## config.mk

```make
export PLATFORM = sky130hd
export DESIGN_NAME = pcie_tl_ctrl_fsm
export DESIGN_NICKNAME = d
export VERILOG_FILES = /design/src/rtl/pcie_tl_pkg.sv /design/src/rtl/pcie_tl_ctrl_fsm_thr_cmp.sv /design/src/rtl/pcie_tl_ctrl_fsm.sv
export SDC_FILE = /design/constraint.sdc
export NUM_CORES = 1
export LEC_CHECK = 0
export CAP_MARGIN = 5
export CORE_MARGIN = 5
export CORE_UTILIZATION = 45
export DETAILED_ROUTE_END_ITERATION = 12
export PLACE_DENSITY = 0.93
export SKIP_CTS_REPAIR_TIMING = 1
export SLEW_MARGIN = 30
export SYNTH_ARGS = -nofsm -noshare
export SYNTH_HDL_FRONTEND = slang
export SYNTH_SLANG_ARGS = --single-unit
```

## constraint.sdc

```tcl
create_clock -name clk -period 2 [get_ports clk]
set_clock_uncertainty 0.1 [all_clocks]
set_input_delay 0.6 -clock clk [delete_from_list [all_inputs] [get_ports clk]]
set_output_delay 0.6 -clock clk [all_outputs]
set_load 0.01 [all_outputs]
```

## src/rtl/pcie_tl_pkg.sv

```systemverilog
// rtl/pcie_tl_pkg.sv - shared state encodings and default sizes for the TL FIFO-bank controller
package pcie_tl_pkg;

    localparam int STATE_W    = 5;
    localparam int DEF_NUM_CH = 8;
    localparam int DEF_OCC_W  = 3;

    // One-hot so downstream logic can decode a state with a single bit test.
    typedef enum logic [STATE_W-1:0] {
        ST_RESET  = 5'b00001,
        ST_INIT   = 5'b00010,
        ST_IDLE   = 5'b00100,
        ST_ACTIVE = 5'b01000,
        ST_ERROR  = 5'b10000
    } state_t;

endpackage

```

## src/rtl/pcie_tl_ctrl_fsm_thr_cmp.sv

```systemverilog
// rtl/pcie_tl_ctrl_fsm_thr_cmp.sv - single-channel occupancy vs threshold comparator
module pcie_tl_thr_cmp #(
    parameter int OCC_W = 3
) (
    input  logic [OCC_W-1:0] occ,
    input  logic [OCC_W-1:0] thr_hi,
    input  logic [OCC_W-1:0] thr_lo,
    output logic             almost_full,
    output logic             almost_empty
);

    // Unsigned compares; the controller registers these results.
    assign almost_full  = (occ >= thr_hi);
    assign almost_empty = (occ <= thr_lo);

endmodule

```

## src/rtl/pcie_tl_ctrl_fsm.sv

```systemverilog
// rtl/pcie_tl_ctrl_fsm.sv - control FSM, threshold latch and registered occupancy flags for the TL FIFO bank
module pcie_tl_ctrl_fsm
    import pcie_tl_pkg::*;
#(
    parameter int NUM_CH = DEF_NUM_CH,
    parameter int OCC_W  = DEF_OCC_W
) (
    input  logic                    clk,
    input  logic                    reset,
    input  logic                    init,
    input  logic [OCC_W-1:0]        thr_hi_in,
    input  logic [OCC_W-1:0]        thr_lo_in,
    input  logic [NUM_CH-1:0]       empty,
    input  logic [NUM_CH*OCC_W-1:0] occ,
    input  logic [NUM_CH-1:0]       err_in,
    output logic [STATE_W-1:0]      state,
    output logic [OCC_W-1:0]        thr_hi,
    output logic [OCC_W-1:0]        thr_lo,
    output logic [NUM_CH-1:0]       almost_full,
    output logic [NUM_CH-1:0]       almost_empty,
    output logic                    pause,
    output logic [NUM_CH-1:0]       err_ch,
    output logic                    cfg_err
);

    state_t              state_q, state_d;
    logic [OCC_W-1:0]    thr_hi_q, thr_hi_d;
    logic [OCC_W-1:0]    thr_lo_q, thr_lo_d;
    logic [NUM_CH-1:0]   af_q, af_d;
    logic [NUM_CH-1:0]   ae_q, ae_d;
    logic                pause_q;
    logic [NUM_CH-1:0]   err_ch_q, err_ch_d;
    logic                cfg_err_q, cfg_err_d;
    logic [NUM_CH-1:0]   cmp_af;
    logic [NUM_CH-1:0]   cmp_ae;

    // Compare each channel against the latched thresholds.
    for (genvar i = 0; i < NUM_CH; i++) begin : g_cmp
        pcie_tl_thr_cmp #(
            .OCC_W (OCC_W)
        ) u_cmp (
            .occ          (occ[i*OCC_W +: OCC_W]),
            .thr_hi       (thr_hi_q),
            .thr_lo       (thr_lo_q),
            .almost_full  (cmp_af[i]),
            .almost_empty (cmp_ae[i])
        );
    end

    // Next-state, threshold, flag and sticky-error logic; init overrides everything but reset.
    always_comb begin
        state_d   = state_q;
        thr_hi_d  = thr_hi_q;
        thr_lo_d  = thr_lo_q;
        af_d      = '0;
        ae_d      = '0;
        err_ch_d  = err_ch_q;
        cfg_err_d = cfg_err_q;
        if (init) begin
            state_d   = ST_INIT;
            thr_hi_d  = thr_hi_in;
            thr_lo_d  = thr_lo_in;
            err_ch_d  = '0;
            cfg_err_d = 1'b0;
        end else begin
            case (state_q)
                ST_RESET: begin
                    state_d = ST_INIT;
                end
                ST_INIT: begin
                    if (thr_lo_q <= thr_hi_q) begin
                        state_d = ST_IDLE;
                    end else begin
                        state_d   = ST_ERROR;
                        cfg_err_d = 1'b1;
                    end
                end
                ST_IDLE: begin
                    err_ch_d = err_ch_q | err_in;
                    if (|err_in) begin
                        state_d = ST_ERROR;
                    end else begin
                        af_d = cmp_af;
                        ae_d = cmp_ae;
                        if (~&empty) begin
                            state_d = ST_ACTIVE;
                        end
                    end
                end
                ST_ACTIVE: begin
                    err_ch_d = err_ch_q | err_in;
                    if (|err_in) begin
                        state_d = ST_ERROR;
                    end else begin
                        af_d = cmp_af;
                        ae_d = cmp_ae;
                        if (&empty) begin
                            state_d = ST_IDLE;
                        end
                    end
                end
                ST_ERROR: begin
                    err_ch_d = err_ch_q | err_in;
                end
                default: begin
                    state_d = ST_RESET;
                end
            endcase
        end
    end

    // State and output registers; pause derives from the same next-values as almost_full.
    always_ff @(posedge clk) begin
        if (reset) begin
            state_q   <= ST_RESET;
            thr_hi_q  <= '0;
            thr_lo_q  <= '0;
            af_q      <= '0;
            ae_q      <= '0;
            pause_q   <= 1'b0;
            err_ch_q  <= '0;
            cfg_err_q <= 1'b0;
        end else begin
            state_q   <= state_d;
            thr_hi_q  <= thr_hi_d;
            thr_lo_q  <= thr_lo_d;
            af_q      <= af_d;
            ae_q      <= ae_d;
            pause_q   <= |af_d;
            err_ch_q  <= err_ch_d;
            cfg_err_q <= cfg_err_d;
        end
    end

    assign state        = state_q;
    assign thr_hi       = thr_hi_q;
    assign thr_lo       = thr_lo_q;
    assign almost_full  = af_q;
    assign almost_empty = ae_q;
    assign pause        = pause_q;
    assign err_ch       = err_ch_q;
    assign cfg_err      = cfg_err_q;

endmodule

```

==> results.txt, run 1 <==
- The first global-routing pass estimated ~12000 um of wire.
* Non-filler instance count after layout: 462
- The die is 82.7 um tall.
- Combinational cells account for 27.3% of the total power.
* Total grt overflow: 0
- Entering global routing, the biggest net connects 13 pins.
* Sum of negative setup slack: -0.0984 ns
* Power density over the cells: ~540 nW/um^2
* End point of the critical path: state[4]$_SDFFE_PP0P_
- Initial DRC count: 170
- Post-synth top area share: 31.2%
* Placed insts: 451
- Final hold slack: ~0.38 ns
- The flow ran to the end, but the final reports show violations.
- The later pin in the worst-skew pair is clocked with a latency of around 0.3 ns.
- Maximum buffer depth of the clock tree: 2
- Clock period minus worst slack: about 2.1 ns
- Summed over all nets, the switching power comes to 0.573 mW.
* Number of buffers added by the clock tree synthesis step: 5
- For this run, the register share of the synthesized area comes to 31.2%.
- Overall die area: between 6000 and 7000 sq um
- The tightest min-delay check is of the reg -> reg type.
* Violated checks: setup timing
- Number of nets in the final layout: 491
- Setup slack on the critical path of the routed design comes to -0.0984 ns.
- GRT Overall Usage: 22.1%
* Initial standard-cell utilization of the core: about 47%
- Library cell with the largest summed area after synthesis: sky130_fd_sc_hd__dfxtp_1
* Number of synthesized flops with an enable pin: 0
- Ratio of cells with drive above 1 in the final layout: 24.7%
- Share of synthesized flip-flops with an asynchronous set or reset: 0%
- The netlist uses 39 different library cells.
* Post-place setup slack: -0.539 ns
* Mean number of vias per cell: between 5 and 6
- Total detailed-routing wirelength: 8420 um
- Leading post-synthesis cells by cell area: sky130_fd_sc_hd__dfxtp_1 (31%), sky130_fd_sc_hd__ha_1 (27%), sky130_fd_sc_hd__nor2_1 (6.8%), sky130_fd_sc_hd__a21oi_1 (5.7%), sky130_fd_sc_hd__inv_1 (3.8%)
* Worst EP arrival: 2.17 ns
- Tracing the worst setup path back leads to its startpoint at err_in[7].
* Worst setup EP type: flop
- Number of I/O port buffers: 85
- Of all nets on the critical path, the largest fanout is 6.
- Number of slew-limit violations in the final report: 0
* Clock Sink Count: 37
- Switching share of total power: 26.8%
- For flop-to-flop paths, the worst setup slack is 0.01 ns.
- The worst register-to-register path begins at thr_hi[2]$_SDFFE_PP0P_.
- Share of the core filled with cells: between 70% and 80%
- Chip width: a little over 80 um
- Synthesized netlist cell count: 266
* Maximum Capacitance Violations: 0
* Clock transition at the register clock pins on the worst setup and hold paths after CTS: 0.08 ns
* Via count of the first global-routing pass: 2588
- Most common library cell in the layout ignoring fill and taps: sky130_fd_sc_hd__clkdlybuf4s50_1
- The number of cells on the worst reg-to-reg path is 6.
* Relative contribution of the clock network to total power: between 30 and 40%
- Setup violations remaining at the end of the flow were counted as 1.
* Library cell contributing the largest single delay on the critical path: sky130_fd_sc_hd__or4_4
- Commonest cells after routing, fill and taps aside: sky130_fd_sc_hd__clkdlybuf4s50_1 (68), sky130_fd_sc_hd__ha_1 (49), sky130_fd_sc_hd__nor2_1 (43)
- The detail route stage leaves a number of antenna-violating nets equal to 0.
- After detailed routing, the average wire length per cell comes to 18.2 um.
* Number of ports placed on the die boundary: 86
- Count of unresolved DRC violations after routing: 0
* Biggest cell delay along the critical path: 0.57 ns
- The HPWL after detailed placement is approximately 5900 um.
- First-pass DRT Iterations: 4
* Max-slew headroom: 71.5%
- Highest achievable clock rate: between 400 and 500 MHz
* Routability-driven placement congestion ratio: 0.777
* Data required, critical path: approximately 2.1 ns
- After layout, the worst path uses 105% of the clock period.
* Area inside the core boundary: 5110 sq um
- Total inserted antenna cells: 0
- Total via count after detailed routing: ~2600
* Reg2Reg Capture Point: state[4]$_SDFFE_PP0P_
- The setup path with the least slack is of type in -> reg.
* Ordered cell list for the critical path: dlymetal6s2s_1, or4_4, nor2_4, buf_4, a21oi_1, o21ai_1, a211oi_2
* Mean Syn Cell Area: 8.93 sq um
- # rows: 26
- The initial antenna violation count is 0.
* Root Driver: sky130_fd_sc_hd__clkbuf_8
- STA classifies the critical path startpoint as an input pin.
* Internal power: 1.56 mW
* Post-synthesis sequential element count: 37
* Dominant delay contributor by cell family on the critical path: simple AND/OR/NAND/NOR gates
- From synthesis to final layout, the design area changed by 65.9%.
* Clock tree from TritonCTS: built
- At the pin with the least slew margin, the transition time is 0.428 ns.
- Yosys warns: 0
- Number of levels the H-tree was split into: 2
* Post-synth design cell area: 2380 sq um
* Worst vdd ir: 0.000523 V
* Number of failing hold endpoints at the final stage: 0
* Sequential share of power: between 30% and 40%
- Together, buffers and inverters on the worst path number 2.
* Number of nets produced by synthesis: roughly 370
- For this design the static power due to leakage is around 1.9 nW.
- Most common flop cell mapped by yosys: sky130_fd_sc_hd__dfxtp_1
- Number of gates on the worst path with buffers counted: 7
## power groups by stage
stage | logic (mW) | clock network [mW] | registers (mW)
global route | 0.630 | 0.811 | 0.767
finish | 0.584 | 0.785 | 0.766
floorplan | 0.231 | 0 | 0.788
detailed placement | 0.490 | 0 | 0.781
global placement | 0.459 | 0 | 0.781
CTS | 0.498 | 0.781 | 0.764
## sequential cells by signal, summed over array words and instances, names as in the netlist
signal	flops
pause	1
state	5
thr_hi	3
thr_lo	3
almost_empty	8
cfg_err	1
almost_full	8
err_ch	8
## worst reg2reg max path: stages (launching register included)
cell and delay, ns:
sky130_fd_sc_hd__dfxtp_1 0.37, sky130_fd_sc_hd__inv_1 0.23, sky130_fd_sc_hd__ha_1 0.41, sky130_fd_sc_hd__o21ai_0 0.15
sky130_fd_sc_hd__a32oi_2 0.31, sky130_fd_sc_hd__a21boi_2 0.12, sky130_fd_sc_hd__a211oi_2 0.23
## how the worst min path moves through the flow
stage	startpoint	cells past startpoint	endpoint	slack, ns
detailed placement	err_ch[7]$_SDFFE_PP0P_	2	err_ch[7]$_SDFFE_PP0P_	0.36
floorplan	cfg_err$_SDFFE_PP0P_	2	cfg_err$_SDFFE_PP0P_	0.40
global placement	err_ch[4]$_SDFFE_PP0P_	2	err_ch[4]$_SDFFE_PP0P_	0.35
global route	err_ch[2]$_SDFFE_PP0P_	2	err_ch[2]$_SDFFE_PP0P_	0.42
finish	err_ch[6]$_SDFFE_PP0P_	2	err_ch[6]$_SDFFE_PP0P_	0.38
CTS	err_ch[7]$_SDFFE_PP0P_	2	err_ch[7]$_SDFFE_PP0P_	0.38
## cells by family (layout without fill, tap and decap cells)
| family | Yosys count | count (layout) | share of synthesized area (%) |
|---|---|---|---|
| compound gates | 58 | 58 | 15.3 |
| flops | 37 | 37 | 31.2 |
| fa+ha+maj | 51 | 51 | 26.9 |
| mux | 6 | 6 | 2.53 |
| xor+xnor | 1 | 1 | 0.369 |
| simple gates | 84 | 84 | 18.9 |
| buf+inv | 29 | 155 | 4.85 |
## cell type report
type | count | area, sq um
multi-input cells | 200 | 1700
repair buffers | 123 | 1180
fillers | 319 | 1160
flip-flops and latches | 37 | 751
inverters | 24 | 90.1
well taps | 70 | 87.6
clock buffers | 5 | 68.8
clock inverters | 3 | 65.1
## per-layer routing
metal,global-route usage (%),vias up,part of all wire [%]
li1,-,1189,-
met1,24.8,1248,37
met2,41.8,97,54
met3,3.58,31,5.0
met4,7.68,0,4.2
met5,0,-,0
## through the flow
stage                     total power [mW]  instance area, sq um
after global routing                  2.21                  3940
after CTS                             2.04                  3690
after floorplan                       1.02                  2380
after global placement                1.24                  3550
final                                 2.14                  3940
after detailed placement              1.27                  3550
## cell usage after synthesis (2+ instances only)
cell type / instances
sky130_fd_sc_hd__dfxtp_1: 37
sky130_fd_sc_hd__nor2b_1: 10
sky130_fd_sc_hd__a21oi_1: 27
sky130_fd_sc_hd__clkbuf_1: 2
sky130_fd_sc_hd__o211a_1: 2
sky130_fd_sc_hd__ha_1: 51
sky130_fd_sc_hd__nand2b_1: 9
sky130_fd_sc_hd__a211oi_1: 2
sky130_fd_sc_hd__a31oi_1: 9
sky130_fd_sc_hd__inv_1: 24
sky130_fd_sc_hd__mux2i_1: 6
sky130_fd_sc_hd__or4_4: 2
sky130_fd_sc_hd__nor2_1: 43
sky130_fd_sc_hd__and4_1: 2
sky130_fd_sc_hd__and2_1: 2
sky130_fd_sc_hd__nor4_1: 3
sky130_fd_sc_hd__nor3_1: 3
sky130_fd_sc_hd__buf_2: 2
sky130_fd_sc_hd__a21o_1: 10
Note: power is estimated with default switching activity, not from simulation.
==> run 2: changes to the inputs <==
- CORE_UTILIZATION: 45 -> 40
- PLACE_DENSITY: 0.93 -> 0.85
==> results.txt, run 2 (synthesis gave the netlist of run 1 again) <==
- Number of failing hold endpoints at the final stage: 0 (unchanged)
* Commonest cells after routing, fill and taps aside: sky130_fd_sc_hd__clkdlybuf4s50_1 (72), sky130_fd_sc_hd__ha_1 (49), sky130_fd_sc_hd__nor2_1 (41)
- The tightest min-delay check is of the reg -> reg type.
- Part of the cycle the worst path needs: 106% (+0.62 points)
* Mean number of vias per cell: 4.99 (-10%)
* Area inside the core boundary: 5850 sq um (+15%)
* HPWL reported at the end of detailed placement: 5330 um (-9.2%)
- Overall die area: 7580 sq um (+11%)
- The number of cells on the worst hold path was 2 (unchanged).
- Launching point of the worst reg2reg path: thr_hi[1]$_SDFFE_PP0P_
- Violated checks: setup timing
- Initial DRC count: 64 (-62%)
- The initial antenna violation count was 0 (unchanged).
* Outcome: finished, violations left
- On the critical path, the stage with the largest delay is an instance of sky130_fd_sc_hd__clkdlybuf4s50_1.
- The slew of the pin with the lowest slew margin is 0.574 ns (+0.146 ns).
* Final setup violation count: 2 (+1)
- Number of nets in the final layout: 492 (+0.20%)
- Worst Setup Start Kind: input pin
- The maximum clock frequency came to 474 MHz (-0.59%).
* Routability-driven placement congestion ratio: 0.853 (+9.9%)
* Ratio of cells with drive above 1 in the final layout: 23.2% (-1.6 points)
- End of the worst hold path: err_ch[4]$_SDFFE_PP0P_
* Post-place setup slack: -0.505 ns (+0.0331 ns)
- The power per standard cell area is 509 nW/um^2 (-6.0%).
- The die boundary width was 87.1 um (+5.3%).
- The number of global-route vias before repair was 2323 (-10%).
- Initial standard-cell utilization of the core: 40.6% (-5.9 points)
- The path depth of the worst reg2reg path came to 7 (+1).
* Most common library cell in the layout ignoring fill and taps: sky130_fd_sc_hd__clkdlybuf4s50_1
- The cell row count came to 28 (+7.7%).
* Reg2Reg Capture Point: pause$_SDFF_PP0_
- Count of filler cells inserted in the layout: 434 (+36%)
- Walking the worst path, the cells encountered are clkdlybuf4s50_1, inv_1, ha_1, nand2b_1, a21oi_2, nor2b_2, nor4_2, a41oi_1.
- Startpoint of the lowest-slack hold path: err_ch[4]$_SDFFE_PP0P_
- Die Y-Extent: 87.1 um (+5.3%)
- The placed instance area was 3580 sq um (+0.74%).
* Total grt overflow: 0 (unchanged)
- Max-slew headroom: 61.5% (-10 points)
* Count of unresolved DRC violations after routing: 0 (unchanged)
- The number of nets still failing antenna checks after routing came to 0 (unchanged).
* Number of slew-limit violations in the final report: 0 (unchanged)
- Root Driver: sky130_fd_sc_hd__clkbuf_8
- The number of clock buffers inserted by TritonCTS came to 5 (unchanged).
* Wire length per cell: 14.9 um (-18%)
- The arrival time reported for the critical path endpoint came to 2.16 ns (about the same).
* Clock Sink Count: 37 (unchanged)
- The worst-case vdd ir drop was 0.000373 V (-29%).
* Number of I/O port buffers: 85 (unchanged)
- The max-capacitance violation count is 0 (unchanged).
- The largest net degree at the start of global routing came to 12 (-1).
- The total inserted antenna cells is 0 (unchanged).
- Maximum buffer depth of the clock tree: 2 (unchanged)
- Dominant delay contributor by cell family on the critical path: buffers and inverters
- The final standard cell area without fillers is 3930 sq um (-0.44%).
* Crit path setup slack, layout: -0.111 ns (-0.0124 ns)
- The worst-case register-to-register setup slack was 0.08 ns (+0.07 ns).
- The required time of the critical path is 2.05 ns (-0.02 ns).
* Clock period minus worst slack: 2.11 ns (+0.0124 ns)
* Number of ports placed on the die boundary: 86 (unchanged)
* First-pass DRT Iterations: 4 (unchanged)
- The source-to-sink clock delay at the later pin of the worst-skew pair is 0.28 ns (-0.02 ns).
* Total detailed-routing wirelength: 6950 um (-17%)
* Clock transition at the register clock pins on the worst setup and hold paths after CTS: 0.08 ns (about the same)
- STA classifies the critical path endpoint as a flop.
* Total via count after detailed routing: 2336 (-8.9%)
- The highest cell delay on the worst timing path is 0.45 ns (-0.12 ns).
* GRT Overall Usage: 17.5% (-4.7 points)
* Static power due to leakage: 1.83 nW (-2.9%)
- TritonCTS built the clock tree.
* Area growth syn-to-layout: 65.2%
- Number of levels the H-tree was split into: 2 (unchanged)
* Unrepaired setup endpoints after global routing: yes
* Global-route wire length before repair: 10600 um (-8.9%)
* Crit path buf inv count: 2 (unchanged)
- The maximum fanout along the worst path was 2 (-4).
- Crit Path Category: in -> reg
## run 2: cell types whose count changed in the layout (fill, tap and decap cells not counted), moves of 2 or more
cell	change
sky130_fd_sc_hd__clkdlybuf4s50_1	+4
sky130_fd_sc_hd__dlymetal6s2s_1	-4
sky130_fd_sc_hd__inv_1	+3
sky130_fd_sc_hd__inv_2	-3
sky130_fd_sc_hd__nand2b_1	+2
sky130_fd_sc_hd__nand2b_4	-2
sky130_fd_sc_hd__nor2_1	-2
sky130_fd_sc_hd__nor2_2	+2
## run 2: final cells by class
class                      instances  area, sq um  share of cell area, %
sequential                        37          748                   19.1
clock buffer                       7         86.3                   2.20
timing repair buffer             124         1190                   30.4
multi-input combinational        200         1680                   42.9
tap                               75         93.8                   2.39
clock inverter                     1         30.0                  0.765
inverter                          24         90.1                   2.30
## run 2: where the power goes
part           internal (mW)  switching [mW]  total (mW)
sequential             0.750          0.0150       0.765
combinational          0.313           0.246       0.559
clock                  0.407           0.267       0.674
## run 2: worst max-delay path by stage
stage	end	slack [ns]	start	cells past startpoint
2_1_floorplan	state[4]$_SDFFE_PP0P_	0.07	err_in[2]	5
3_3_place_gp	pause$_SDFF_PP0_	-0.49	occ[9]	8
3_5_place_dp	pause$_SDFF_PP0_	-0.51	occ[9]	8
4_1_cts	pause$_SDFF_PP0_	-0.20	occ[9]	8
5_1_grt	pause$_SDFF_PP0_	-0.19	occ[3]	8
6_report	pause$_SDFF_PP0_	-0.11	occ[3]	8
## run 2: worst min-delay path, delay by kind of cell (launching register included)
family | cells | cell delay [ns]
AOI/OAI and AO/OA | 1 | 0.04
DFF | 1 | 0.33
and+or+nand+nor | 1 | 0.07
## run 2: routing by layer
layer,GRT usage [%],vias to the layer above,share of wire (%)
li1,-,1190,-
met1,21.2,1054,42
met2,30.5,71,50
met4,6.09,0,3.0
met3,3.41,21,5.3
met5,0,-,0
## run 2: stage by stage
stage / instances / util, % / TNS [ns] / total power, mW / hold slack (ns)
CTS: 465 / 63.2 / -3.10 / 1.94 / 0.380
detailed placement: 457 / 61.2 / -8.84 / 1.27 / 0.362
finish: 468 / 67.1 / -0.127 / 2.00 / 0.373
global route: 468 / 67.1 / -0.284 / 2.12 / 0.403
floorplan: 266 / - / 0 / 1.02 / 0.402
global placement: 457 / 61.2 / -8.33 / 1.24 / 0.350
==> run 3: changes to the inputs <==
- CELL_PAD_IN_SITES_DETAIL_PLACEMENT: not set -> 0
- CELL_PAD_IN_SITES_GLOBAL_PLACEMENT: not set -> 1
- CORE_ASPECT_RATIO: not set -> 0.9
- CORE_UTILIZATION: 40 -> 33
- PLACE_DENSITY: 0.85 -> 0.93
==> results.txt, run 3 (synthesis gave the netlist of run 1 again) <==
- Root Driver: sky130_fd_sc_hd__clkbuf_8
- Part of the cycle the worst path needs: 100% (-5.4 points)
- Clock Sink Count: 37 (unchanged)
* Number of ports placed on the die boundary: 86 (unchanged)
- Min-delay worst type: reg -> reg
- The final reports fail on setup timing.
- The net switching power was 0.500 mW (-5.3%).
- The number of global-route vias before repair came to 2283 (-1.7%).
- Total via count after detailed routing: 2315 (-0.90%)
- Switching share of total power: 27.2% (+0.79 points)
* Total detailed-routing wirelength: 6930 um (-0.29%)
- The starting utilization of the core area came to 33.8% (-6.9 points).
- Total grt overflow: 0 (unchanged)
- Post-place setup slack: -0.512 ns (-0.00682 ns)
- The library cell used most frequently in the layout, excluding fill and tap cells, is sky130_fd_sc_hd__clkdlybuf4s50_1.
- Worst setup EP type: flop
- Worst-Margin Slew: 0.413 ns (-0.161 ns)
- Relative contribution of the clock network to total power: 28.4% (-5.3 points)
- Final setup violation count: 1 (-1)
- The die height is 90.5 um (+3.9%).
- The power per standard cell area was 465 nW/um^2 (-8.5%).
- The number of buffers between clock root and the deepest sink is 2 (unchanged).
- Mean number of vias per cell: 4.72 (-5.3%)
* Outcome: finished, violations left
- The number of nets in the layout was 497 (+1.0%).
- Ratio of cells with drive above 1 in the final layout: 23.7% (+0.52 points)
- Placed instance area: 3620 sq um (+1.1%)
* Number of I/O port buffers: 85 (unchanged)
- Clock transition at the register clock pins on the worst setup and hold paths after CTS: 0.07 ns (about the same)
- Wire length per cell: 14.2 um (-4.8%)
- Worst vdd ir: 0.000268 V (-28%)
- The setup slack of the critical path after layout came to -0.00191 ns (+0.109 ns).
- Number of buffers added by the clock tree synthesis step: 5 (unchanged)
* Register-to-register setup slack: 0.15 ns (+0.07 ns)
- The initial antenna violation count came to 0 (unchanged).
- The final standard cell area without fillers is 3950 sq um (+0.51%).
- Total inserted antenna cells: 0 (unchanged)
- The worst slew margin relative to its limit is 72.4% (+11 points).
- The final routed DRC violation total was 0 (unchanged).
* Area inside the core boundary: 7040 sq um (+20%)
* First-pass DRT Iterations: 4 (unchanged)
* Worst-Skew Late Latency: 0.28 ns (about the same)
* Static power due to leakage: 1.90 nW (+3.9%)
- The number of nets still failing antenna checks after routing is 0 (unchanged).
* Initial DRC count: 64 (unchanged)
- The combinational share of power is 29.9% (+1.9 points).
- Data required, critical path: 2.04 ns (about the same)
- The die footprint was 9000 sq um (+19%).
- Chip width: 99.4 um (+14%)
* Internal power: 1.34 mW (-9.0%)
* Highest achievable clock rate: 500 MHz (+5.4%)
- Routability-driven placement congestion ratio: 0.858 (+0.56%)
- The critical path is of the in -> reg type.
- The arrival time reported for the critical path endpoint was 2.04 ns (-0.12 ns).
- The largest net degree at the start of global routing came to 11 (-1).
- Clock period minus worst slack: 2.00 ns (-0.109 ns)
- Worst Setup Start Kind: input pin
- The final hold violation count was 0 (unchanged).
* GRT Overall Usage: 14.4% (-3.1 points)
- The maximum fanout along the worst path came to 2 (unchanged).
- Area growth syn-to-layout: 66.0%
- Commonest cells after routing, fill and taps aside: sky130_fd_sc_hd__clkdlybuf4s50_1 (67), sky130_fd_sc_hd__ha_1 (48), sky130_fd_sc_hd__buf_4 (44)
* Sequential share of power: 41.7% (+3.4 points)
- The final number of max-transition violations was 0 (unchanged).
- Maximum Capacitance Violations: 0 (unchanged)
- The total number of H-tree levels came to 2 (unchanged).
* Clock tree from TritonCTS: built
- The placed wire-length estimate after detailed placement came to 5320 um (about the same).
- The wire length of the first global-routing pass was 10600 um (+0.33%).
* # rows: 29 (+3.6%)
[run 3: cell type report]
type,count,area [sq um]
timing repair buffer,129,1230
tap,93,116
sequential,37,748
clock buffer,7,86.3
inverter,24,90.1
multi-input combinational,200,1680
fill,629,3090
[run 3: path summary, 6_finish.rpt]
path / from / to / cells past startpoint
worst max-delay path: occ[0] / pause$_SDFF_PP0_ / 8
worst min register to register: err_ch[4]$_SDFFE_PP0P_ / err_ch[4]$_SDFFE_PP0P_ / 2
worst max register to register: state[1]$_SDFFE_PP0P_ / err_ch[0]$_SDFFE_PP0P_ / 5
worst min-delay path: err_ch[4]$_SDFFE_PP0P_ / err_ch[4]$_SDFFE_PP0P_ / 2
[run 3: per-layer routing]
layer / vias up / global-route usage [%] / share of wire [%]
met5: - / 0 / 0
met4: 0 / 3.98 / 1.1
met3: 7 / 3.24 / 4.8
met2: 53 / 23.7 / 49
met1: 1057 / 18.7 / 45
li1: 1198 / - / -
[run 3: power groups by stage]
stage	logic [mW]	registers, mW	clock network, mW
finish	0.548	0.767	0.521
global route	0.612	0.769	0.570
CTS	0.493	0.765	0.534
detailed placement	0.489	0.782	0
global placement	0.474	0.781	0
floorplan	0.231	0.788	0
[run 3: stage by stage]
step | cells | setup TNS [ns] | power (mW) | hold slack (ns) | util (%)
6_report | 490 | -0.00191 | 1.84 | 0.373 | 56.0
2_1_floorplan | 266 | 0 | 1.02 | 0.402 | -
3_5_place_dp | 479 | -9.53 | 1.27 | 0.362 | 51.4
4_1_cts | 486 | -4.02 | 1.79 | 0.380 | 52.6
5_1_grt | 490 | -0.0184 | 1.95 | 0.400 | 56.0
3_3_place_gp | 479 | -9.03 | 1.26 | 0.349 | 51.4
[run 3: critical path, stage by stage]
cell                              delay (ns)
sky130_fd_sc_hd__clkdlybuf4s50_1        0.45
sky130_fd_sc_hd__inv_1                  0.07
sky130_fd_sc_hd__ha_4                   0.21
sky130_fd_sc_hd__nand2b_4               0.13
sky130_fd_sc_hd__a21o_1                 0.16
sky130_fd_sc_hd__a21oi_2                0.17
sky130_fd_sc_hd__and2_4                 0.17
sky130_fd_sc_hd__a41oi_1                0.08
